===== src/rtl/lsu_pkg.sv =====
// Shared definitions for the load/store unit: RV32I funct3 size/sign codes
// and the controller state encoding.
package lsu_pkg;

    localparam logic [2:0] LB  = 3'b000;
    localparam logic [2:0] LH  = 3'b001;
    localparam logic [2:0] LW  = 3'b010;
    localparam logic [2:0] LBU = 3'b100;
    localparam logic [2:0] LHU = 3'b101;
    localparam logic [2:0] SB  = 3'b000;
    localparam logic [2:0] SH  = 3'b001;
    localparam logic [2:0] SW  = 3'b010;

    typedef enum logic [1:0] {
        IDLE   = 2'b00,
        ACCESS = 2'b01,
        WB     = 2'b10,
        ERR    = 2'b11
    } lsu_state_e;

endpackage


===== src/rtl/lsu_align.sv =====
// Byte-lane logic: store enables/replication, load lane select/extension, request legality.
// Optional macro LSU_MISALIGN_TRAP_EN: misaligned halfword/word requests become illegal.
module lsu_align
    import lsu_pkg::*;
(
    input  logic        req_we,
    input  logic [2:0]  req_funct3,
    input  logic [1:0]  req_off,
    input  logic [31:0] req_wdata,
    output logic [3:0]  be,
    output logic [31:0] wdata_lane,
    output logic        illegal,
    input  logic [2:0]  ld_funct3,
    input  logic [1:0]  ld_off,
    input  logic [31:0] ld_rdata,
    output logic [31:0] ld_data
);

    logic        bad_f3_s;
    logic        misalign_s;
    logic [7:0]  ld_byte_s;
    logic [15:0] ld_half_s;

    // Store byte enables and lane replication; loads always read the whole word.
    always_comb begin
        be         = 4'b1111;
        wdata_lane = 32'h0000_0000;
        if (req_we) begin
            case (req_funct3)
                SB: begin
                    be         = 4'b0001 << req_off;
                    wdata_lane = {4{req_wdata[7:0]}};
                end
                SH: begin
                    be         = req_off[1] ? 4'b1100 : 4'b0011;
                    wdata_lane = {2{req_wdata[15:0]}};
                end
                default: begin
                    be         = 4'b1111;
                    wdata_lane = req_wdata;
                end
            endcase
        end else begin
            be         = 4'b1111;
            wdata_lane = 32'h0000_0000;
        end
    end

    // Request legality: unsupported funct3 codes, plus misalignment when trapping is built in.
    always_comb begin
        misalign_s = 1'b0;
`ifdef LSU_MISALIGN_TRAP_EN
        case (req_funct3[1:0])
            2'b01:   misalign_s = req_off[0];
            2'b10:   misalign_s = (req_off != 2'b00);
            default: misalign_s = 1'b0;
        endcase
`endif
        if (req_we) begin
            bad_f3_s = (req_funct3 != SB) && (req_funct3 != SH) && (req_funct3 != SW);
        end else begin
            bad_f3_s = (req_funct3 == 3'b011) || (req_funct3 == 3'b110) || (req_funct3 == 3'b111);
        end
        illegal = bad_f3_s | misalign_s;
    end

    // Load lane select and sign/zero extension of the returned word.
    always_comb begin
        case (ld_off)
            2'b00:   ld_byte_s = ld_rdata[7:0];
            2'b01:   ld_byte_s = ld_rdata[15:8];
            2'b10:   ld_byte_s = ld_rdata[23:16];
            default: ld_byte_s = ld_rdata[31:24];
        endcase
        ld_half_s = ld_off[1] ? ld_rdata[31:16] : ld_rdata[15:0];
        case (ld_funct3)
            LB:      ld_data = {{24{ld_byte_s[7]}}, ld_byte_s};
            LH:      ld_data = {{16{ld_half_s[15]}}, ld_half_s};
            LBU:     ld_data = {24'h00_0000, ld_byte_s};
            LHU:     ld_data = {16'h0000, ld_half_s};
            default: ld_data = ld_rdata;
        endcase
    end

endmodule


===== src/rtl/load_store_unit.sv =====
// RV32I load/store unit: one outstanding access, ack timeout, one-cycle writeback.
// Misaligned-access trapping is selected by LSU_MISALIGN_TRAP_EN inside lsu_align.
module load_store_unit
    import lsu_pkg::*;
#(
    parameter int ADDR_WIDTH     = 32,
    parameter int REG_ADDR_WIDTH = 5,
    parameter int TIMEOUT_CYCLES = 255
) (
    input  logic                      clk,
    input  logic                      rst,
    input  logic                      req_valid,
    output logic                      req_ready,
    input  logic                      req_we,
    input  logic [2:0]                req_funct3,
    input  logic [ADDR_WIDTH-1:0]     req_addr,
    input  logic [31:0]               req_wdata,
    input  logic [REG_ADDR_WIDTH-1:0] req_rd,
    output logic                      mem_en,
    output logic                      mem_we,
    output logic [3:0]                mem_be,
    output logic [ADDR_WIDTH-1:0]     mem_addr,
    output logic [31:0]               mem_wdata,
    input  logic [31:0]               mem_rdata,
    input  logic                      mem_ack,
    output logic                      wb_we3,
    output logic [REG_ADDR_WIDTH-1:0] wb_ad3,
    output logic [31:0]               wb_wd3,
    output logic                      busy,
    output logic                      err
);

    localparam int CNT_W = (TIMEOUT_CYCLES > 1) ? $clog2(TIMEOUT_CYCLES) : 1;
    localparam logic [CNT_W-1:0] CNT_LAST = CNT_W'(TIMEOUT_CYCLES - 1);
    localparam logic [CNT_W-1:0] CNT_ONE  = CNT_W'(1);

    lsu_state_e                state_r, state_nxt_s;
    logic [CNT_W-1:0]          cnt_r;
    logic                      we_r;
    logic [2:0]                funct3_r;
    logic [1:0]                off_r;
    logic [REG_ADDR_WIDTH-1:0] rd_r;
    logic [3:0]                be_s;
    logic [31:0]               wdata_lane_s;
    logic                      illegal_s;
    logic [31:0]               ld_data_s;

    lsu_align u_align (
        .req_we     (req_we),
        .req_funct3 (req_funct3),
        .req_off    (req_addr[1:0]),
        .req_wdata  (req_wdata),
        .be         (be_s),
        .wdata_lane (wdata_lane_s),
        .illegal    (illegal_s),
        .ld_funct3  (funct3_r),
        .ld_off     (off_r),
        .ld_rdata   (mem_rdata),
        .ld_data    (ld_data_s)
    );

    // Next-state logic; ack is tested before the timeout so it wins a tie.
    always_comb begin
        state_nxt_s = state_r;
        case (state_r)
            IDLE: begin
                if (req_valid) begin
                    state_nxt_s = illegal_s ? ERR : ACCESS;
                end else begin
                    state_nxt_s = IDLE;
                end
            end
            ACCESS: begin
                if (mem_ack) begin
                    state_nxt_s = we_r ? IDLE : WB;
                end else if (cnt_r == CNT_LAST) begin
                    state_nxt_s = ERR;
                end else begin
                    state_nxt_s = ACCESS;
                end
            end
            WB:      state_nxt_s = IDLE;
            ERR:     state_nxt_s = IDLE;
            default: state_nxt_s = IDLE;
        endcase
    end

    // State, request capture and all outputs, registered from the next state.
    always_ff @(posedge clk) begin
        if (rst) begin
            state_r   <= IDLE;
            cnt_r     <= '0;
            we_r      <= 1'b0;
            funct3_r  <= 3'b000;
            off_r     <= 2'b00;
            rd_r      <= '0;
            req_ready <= 1'b1;
            busy      <= 1'b0;
            err       <= 1'b0;
            mem_en    <= 1'b0;
            mem_we    <= 1'b0;
            mem_be    <= 4'b0000;
            mem_addr  <= '0;
            mem_wdata <= 32'h0000_0000;
            wb_we3    <= 1'b0;
            wb_ad3    <= '0;
            wb_wd3    <= 32'h0000_0000;
        end else begin
            state_r   <= state_nxt_s;
            cnt_r     <= (state_r == ACCESS) ? (cnt_r + CNT_ONE) : '0;
            req_ready <= (state_nxt_s == IDLE);
            busy      <= (state_nxt_s != IDLE);
            err       <= (state_nxt_s == ERR);
            mem_en    <= (state_nxt_s == ACCESS);
            if ((state_r == IDLE) && req_valid) begin
                we_r     <= req_we;
                funct3_r <= req_funct3;
                off_r    <= req_addr[1:0];
                rd_r     <= req_rd;
            end
            // Memory-side fields are loaded once on entry and held for the whole access.
            if ((state_r == IDLE) && (state_nxt_s == ACCESS)) begin
                mem_we    <= req_we;
                mem_be    <= be_s;
                mem_addr  <= {req_addr[ADDR_WIDTH-1:2], 2'b00};
                mem_wdata <= wdata_lane_s;
            end else if (state_nxt_s != ACCESS) begin
                mem_we    <= 1'b0;
                mem_be    <= 4'b0000;
                mem_addr  <= '0;
                mem_wdata <= 32'h0000_0000;
            end
            if (state_nxt_s == WB) begin
                wb_we3 <= (rd_r != '0);
                wb_ad3 <= rd_r;
                wb_wd3 <= ld_data_s;
            end else begin
                wb_we3 <= 1'b0;
                wb_ad3 <= '0;
                wb_wd3 <= 32'h0000_0000;
            end
        end
    end

endmodule

===== config.mk =====
export PLATFORM = sky130hd
export DESIGN_NAME = load_store_unit
export DESIGN_NICKNAME = d
export VERILOG_FILES = /design/src/rtl/lsu_pkg.sv /design/src/rtl/lsu_align.sv /design/src/rtl/load_store_unit.sv
export SDC_FILE = /design/constraint.sdc
export NUM_CORES = 1
export LEC_CHECK = 0
export ABC_AREA = 1
export BUFFER_PORTS_ARGS = -buffer_cell sky130_fd_sc_hd__buf_2
export CAP_MARGIN = 10
export CORE_ASPECT_RATIO = 1.1
export CORE_MARGIN = 2
export CORE_UTILIZATION = 53
export DETAILED_ROUTE_END_ITERATION = 10
export PLACE_DENSITY = 0.85
export SETUP_SLACK_MARGIN = 0.3
export SYNTH_ARGS = -nofsm -noshare
export SYNTH_HDL_FRONTEND = slang
export SYNTH_SLANG_ARGS = --single-unit

===== constraint.sdc =====
create_clock -name clk -period 2.67 [get_ports clk]
set_input_delay 0.6675 -clock clk [delete_from_list [all_inputs] [get_ports clk]]
set_output_delay 0.6675 -clock clk [all_outputs]
set_load 0.01 [all_outputs]

==> results of run 1 <==
## per-layer routing
layer / up-vias / global-route usage [%] / share of wire, %
met1: 2532 / 29.7 / 42
met3: 48 / 7.14 / 7.3
li1: 3070 / - / -
met4: 0 / 12.4 / 3.3
met5: - / 0 / 0
met2: 235 / 42.8 / 47
## sequential cells by signal, indices dropped and copies added, names as in the netlist, 2 cells and up
signal,cells
cnt_r,8
funct3_r,3
mem_addr,30
mem_be,4
mem_wdata,32
off_r,2
rd_r,5
state_r,2
wb_ad3,5
wb_wd3,32
## metrics by stage
| step | total power (uW) | hold WS (ps) |
|---|---|---|
| 5_1_grt | 5460 | 477 |
| 3_3_place_gp | 2860 | 439 |
| 3_5_place_dp | 2870 | 438 |
| 4_1_cts | 5260 | 458 |
| 6_report | 5230 | 455 |
| 2_1_floorplan | 2620 | 422 |
## logic make-up after synthesis
kind of cell	Yosys count	synth area share (%)
AO/OA/AOI/OAI	92	9.10
adder cells (fa/ha/maj)	2	0.422
buffers and inverters	198	13.9
flip-flops	130	43.9
other	1	0.0633
AND/OR/NAND/NOR	474	32.6
## power groups by stage
| stage | combinational, uW | sequential [uW] | clock, uW |
|---|---|---|---|
| 3_5_place_dp | 741 | 2130 | 0 |
| 2_1_floorplan | 474 | 2150 | 0 |
| 3_3_place_gp | 731 | 2130 | 0 |
| 5_1_grt | 848 | 2100 | 2520 |
| 6_report | 748 | 2090 | 2390 |
| 4_1_cts | 749 | 2090 | 2420 |
## layout make-up
type,instances,area share [%]
sequential,130,34.0
multi-input combinational,570,32.7
timing repair buffer,224,15.2
inverter,155,7.64
clock buffer,19,5.79
tap,147,2.40
clock inverter,13,2.29
## worst min-delay path by stage
stage / startpoint / endpoint / cells past startpoint
after floorplan: cnt_r[4]$_SDFF_PP0_ / cnt_r[4]$_SDFF_PP0_ / 1
after global placement: cnt_r[4]$_SDFF_PP0_ / cnt_r[4]$_SDFF_PP0_ / 1
after detailed placement: cnt_r[4]$_SDFF_PP0_ / cnt_r[4]$_SDFF_PP0_ / 1
after CTS: rd_r[1]$_SDFFE_PP0P_ / wb_ad3[1]$_SDFF_PP0_ / 2
after global routing: cnt_r[0]$_SDFF_PP0_ / cnt_r[0]$_SDFF_PP0_ / 1
final: rd_r[1]$_SDFFE_PP0P_ / wb_ad3[1]$_SDFF_PP0_ / 2
## cells in the final DEF (no fill, tap or decap), drive strengths merged, types with 6 or more instances in the layout
cell and n:
o21ai 32, inv 159, a21oi 37, clkbuf 19
a22oi 6, o211ai 12, buf 224, nand2 95
dfxtp 130, nand4 9, nor2 340, or2 18
## worst min-delay path, cell delays in order, from the launching register on
cell and delay, ps:
dfxtp_1 310, inv_1 60, nor2_1 40
==> flow_summary_export.csv, run 1 <==
group,metric,value,unit
sta,setup_violations,0,
setup_path,worstSetupEndpointType,"register",
synth,yosys.area.top_type,"dfxtp_1",
pwr,p_leak,0.00385,uW
setup_path,rr_endpoint,"wb_wd3[21]$_SDFF_PP0_",
sta,fmax,0.495,GHz
sta,worst_clock_skew,6.27,ps
synth,synth-edff-count,0,
synth,syn_area_per_cell,6.60,sq um
final_layout,finalNonFillerCells,1258,
final_layout,drive_above_1_share,26.7,%
setup_path,endpoint,"wb_wd3[21]$_SDFF_PP0_",
sta,rsz0062_at_grt,"false",
route,drt_iter0_markers,343,
route,routed_wl,15.3,mm
final_layout,num_antenna_cells,0,
run,drv_cap,0,
sta,finalHoldViolations,0,
floorplanning,row_count,40,
floorplanning,die_w,105,um
clock_tree,cts_tree,"built",
final_layout,num-fill-cells,984,
clock_tree,clkSinkCount,130,
clock_tree,clk-insertion-delay-late,420,ps
setup_path,cp_max_fo,16,
setup_path,path_cells,"inv_1 > o211ai_2 > o2111ai_2 > nand2_2 > nor2_1 > nor2_2",
pwr,powerDensity,683,nW/um^2
pwr,comb_power_share,14.3,%
setup_path,startpoint,"off_r[1]$_SDFFE_PP0P_",
setup_path,path_delay_family,"flip-flops",
pwr,p_int,3810,uW
final_layout,finalCoreUtilization,70.1,%
setup_path,critPathBufInv,1,
floorplanning,initial_core_util,54.3,%
placement,dpl.hpwl,10.6,mm
grt,grt_max_degree,68,
setup_path,reg2reg_depth,6,
synth,yosysSeqAreaShare,43.9,%
sta,worstMarginPinSlew,708,ps
floorplanning,ios,220,
route,route.antenna.remaining_nets,0,
grt,grt_pass1_vias,5374,
synth,synth_seq_cells,130,
clock_tree,clk_pin_slew,60,ps
setup_path,crit_path_start_kind,"register",
setup_path,arrival,2370,ps
grt,grt_pass1_wl,24.4,mm
route,vias,5885,
synth,yosysWarnings,0,
setup_path,reg2reg_from,"off_r[1]$_SDFFE_PP0P_",
placement,dp_slack,596,ps
status,outcome,"completed",
floorplanning,die_h,115,um
sta,relSlewSlack,52.8,%
clock_tree,ctsHtreeMaxLevel,4,
setup_path,ff2ff_setup_slack,650,ps
sta,period_share,75.6,%
sta,slew_violations,0,
synth,synthCells,897,
pwr,peakVddDrop,0.000425,V
final_layout,multi_input_area,2500,sq um
route,drtPass1Iterations,7,
synth,ys.flop_type,"dfxtp_1",
placement,place_area,7030,sq um
grt,antenna_found_initial,0,
synth,synth_area,5920,sq um
final_layout,seqCellArea,2600,sq um
final_layout,design_area,7650,sq um
worst_hold_path,hp-class,"register to register",
clock_tree,cts_setup_buffers,0,
final_layout,nets,1209,
setup_path,crit_type,"register to register",
synth,synth_common_cells,"nor2_1, inv_1, dfxtp_1, nand2_1, a21oi_1",
setup_path,cp.depth,6,
clock_tree,cts_max_path_buffers,2,
sta,fin_setup_tns,0,ps
floorplanning,core,10900,sq um
sta,period_minus_slack,2020,ps
setup_path,critPathSlowestCell,"dfxtp_1",
synth,synthTopCellsByArea,"dfxtp_1, nor2_1, inv_1, nand2_1, a21oi_1",
clock_tree,holdBufCountCts,0,
synth,synth_cell_types,38,
grt,gr-total-overflow,0,
clock_tree,cts_buffers,17,
synth,synth.top_cell.area_share,43.9,%
pwr,seqPwrFrac,39.9,%
pwr,power.switching,1410,uW
route,wl_per_cell,12.1,um
setup_path,max_stage_delay,590,ps
final_layout,syn2layout_area_growth,29.2,%
synth,async_flop_share,0,%
route,route.detailed.drc,0,
setup_path,critPathRequiredTime,3020,ps
synth,yosysMostFrequentCell,"nor2_1",
placement,gp_congestion,0.873,
sta,worst_slack,651,ps
placement,port_buffers,217,
clock_tree,ctsRootBufferMaster,"clkbuf_16",
floorplanning,die_area,12000,sq um
clock_tree,cts_resized,0,
placement,dp_cells,1226,
grt,grtUsageTotal,25.3,%
route,viasPerCell,4.68,
pwr,netSwitchingFraction,27.1,%
pwr,clockPowerShare,45.8,%
No activity file was read; power rests on OpenSTA's default activity.
==> run 2: changes to the inputs <==
CORE_UTILIZATION = 50   (was 53)
PLACE_DENSITY = 0.81   (was 0.85)
clock period = 2.04 ns   (was 2.67 ns; I/O delays follow)
==> run 2 against run 1 <==
Sequential power grew 30%. Maximum frequency grew 23%. Count of clock-buffer cells in the layout grew 2. Combinational power grew 48%. Cell count grew 0.79%. Hold slack lost 96 ps. Die area grew 5.8%. Register-to-register slack lost 250 ps.
==> flow_summary_export.csv, run 2 (synthesis results as in run 1) <==
group,metric,value,unit
status,outcome,"completed",
grt,gr-total-overflow,0,
route,drt_iter0_markers,293,
grt,antenna_found_initial,0,
floorplanning,ios,220,
pwr,p_leak,0.00391,uW
final_layout,num-fill-cells,1022,
pwr,power.switching,1770,uW
worst_hold_path,hp-class,"input port to register",
route,wl_per_cell,12.8,um
pwr,comb_power_share,17.2,%
placement,dpl.hpwl,10.9,mm
floorplanning,initial_core_util,51.5,%
setup_path,crit_top_cell,"nor2_1",
final_layout,nets,1221,
clock_tree,cts_buffers,17,
sta,period_minus_slack,1640,ps
final_layout,drive_above_1_share,27.7,%
floorplanning,die_w,108,um
placement,gp_congestion,0.874,
clock_tree,clk_pin_slew,50,ps
grt,grt_pass1_vias,5265,
setup_path,crit_path_start_kind,"register",
setup_path,cp_max_fo,19,
setup_path,path_delay_family,"simple AND/OR/NAND/NOR gates",
floorplanning,core,11500,sq um
sta,fin_setup_tns,0,ps
route,route.detailed.drc,0,
route,viasPerCell,4.65,
pwr,seqPwrFrac,42.1,%
sta,fmax,0.609,GHz
clock_tree,clk-insertion-delay-late,410,ps
route,vias,5897,
pwr,netSwitchingFraction,27.3,%
clock_tree,clkSinkCount,130,
final_layout,num_antenna_cells,0,
clock_tree,ctsHtreeMaxLevel,4,
pwr,p_int,4700,uW
setup_path,arrival,1920,ps
run,drv_cap,0,
sta,rsz0062_at_grt,"true",
clock_tree,cts_max_path_buffers,2,
floorplanning,row_count,41,
route,drtPass1Iterations,5,
final_layout,layout_common_cells,"nor2_1, buf_2, inv_1",
sta,period_share,80.4,%
clock_tree,ctsRootBufferMaster,"clkbuf_16",
placement,port_buffers,217,
pwr,powerDensity,835,nW/um^2
final_layout,syn2layout_area_growth,30.7,%
setup_path,worstSetupEndpointType,"register",
grt,grt_max_degree,68,
setup_path,critPathSlowestCell,"dfxtp_1",
route,route.antenna.remaining_nets,0,
sta,setup_violations,0,
setup_path,max_stage_delay,330,ps
clock_tree,cts_tree,"built",
setup_path,path_cells,"nor2_4 > nand2_4 > inv_4 > nand3_1 > nand4_1 > buf_6 > clkbuf_16 > nor2_1 > nor2_1 > nor2_1",
grt,grtUsageTotal,24.2,%
sta,worst_clock_skew,9.57,ps
floorplanning,die_area,12700,sq um
grt,grt_pass1_wl,24.7,mm
pwr,clockPowerShare,40.7,%
final_layout,reg_top3,"mem_wdata: 32 flops, wb_wd3: 32 flops, mem_addr: 30 flops",
setup_path,crit_type,"register to register",
placement,dp_cells,1235,
route,routed_wl,16.2,mm
sta,finalHoldViolations,0,
pwr,peakVddDrop,0.000474,V
final_layout,finalNonFillerCells,1268,
final_layout,layout_commonest_cell,"nor2_1",
setup_path,critPathBufInv,3,
floorplanning,die_h,118,um
setup_path,critPathRequiredTime,2320,ps
sta,slew_violations,0,
[run 2: per-stage QoR]
stage	total power [uW]	hold slack, ps	util (%)	worst slack (ps)	area [sq um]
6_report	6460	359	67.4	399	7740
5_1_grt	6760	372	67.4	227	7740
4_1_cts	6410	344	66.2	363	7600
3_5_place_dp	3780	446	61.7	263	7100
2_1_floorplan	3430	422	-	499	5930
3_3_place_gp	3760	437	61.7	314	7100
[run 2: final timing paths]
path	start	end	slack, ps	depth (start not counted)
setup / recovery	state_r[1]$_SDFF_PP0_	mem_wdata[17]$_SDFFE_PP0P_	400	10
hold / removal	mem_rdata[0]	wb_wd3[0]$_SDFF_PP0_	360	3
setup reg to reg	state_r[1]$_SDFF_PP0_	mem_wdata[17]$_SDFFE_PP0P_	400	10
hold reg to reg	cnt_r[0]$_SDFF_PP0_	cnt_r[0]$_SDFF_PP0_	430	1
[run 2: power groups by stage]
stage,registers (uW),logic [uW],clock network [uW]
finish,2720,1110,2630
global route,2730,1240,2790
CTS,2720,1010,2670
detailed placement,2770,1010,0
global placement,2770,996,0
floorplan,2810,621,0
[run 2: area by class of cell]
cell class              count  area [sq um]  area share, %
inverters                 155           584           7.55
clock buffers              21           470           6.08
repair buffers            236          1350           17.4
multi-input cells         570          2510           32.5
well taps                 150           188           2.42
clock inverters             6          36.3          0.469
flip-flops and latches    130          2600           33.6
[run 2: repair_timing]
item	CTS	global route
gates resized for setup	0	13
endpoints found under the setup margin	0	105
buffers inserted	0	1
hold buffers	0	0
[run 2: per-layer routing]
layer  vias to the layer above  wire [um]  global-route usage (%)
met5                         -          0                       0
met4                         0        297                    9.05
met3                        24       1260                    7.67
met2                       202       8000                    40.3
met1                      2581       6680                    29.1
li1                       3090          -                       -
[run 2: worst register-to-register path: stages (launching register included)]
cell and delay, ps:
dfxtp_1 330, nor2_4 150, nand2_4 150, inv_4 110, nand3_1 100, nand4_1 130
buf_6 170, clkbuf_16 200, nor2_1 50, nor2_1 80, nor2_1 50
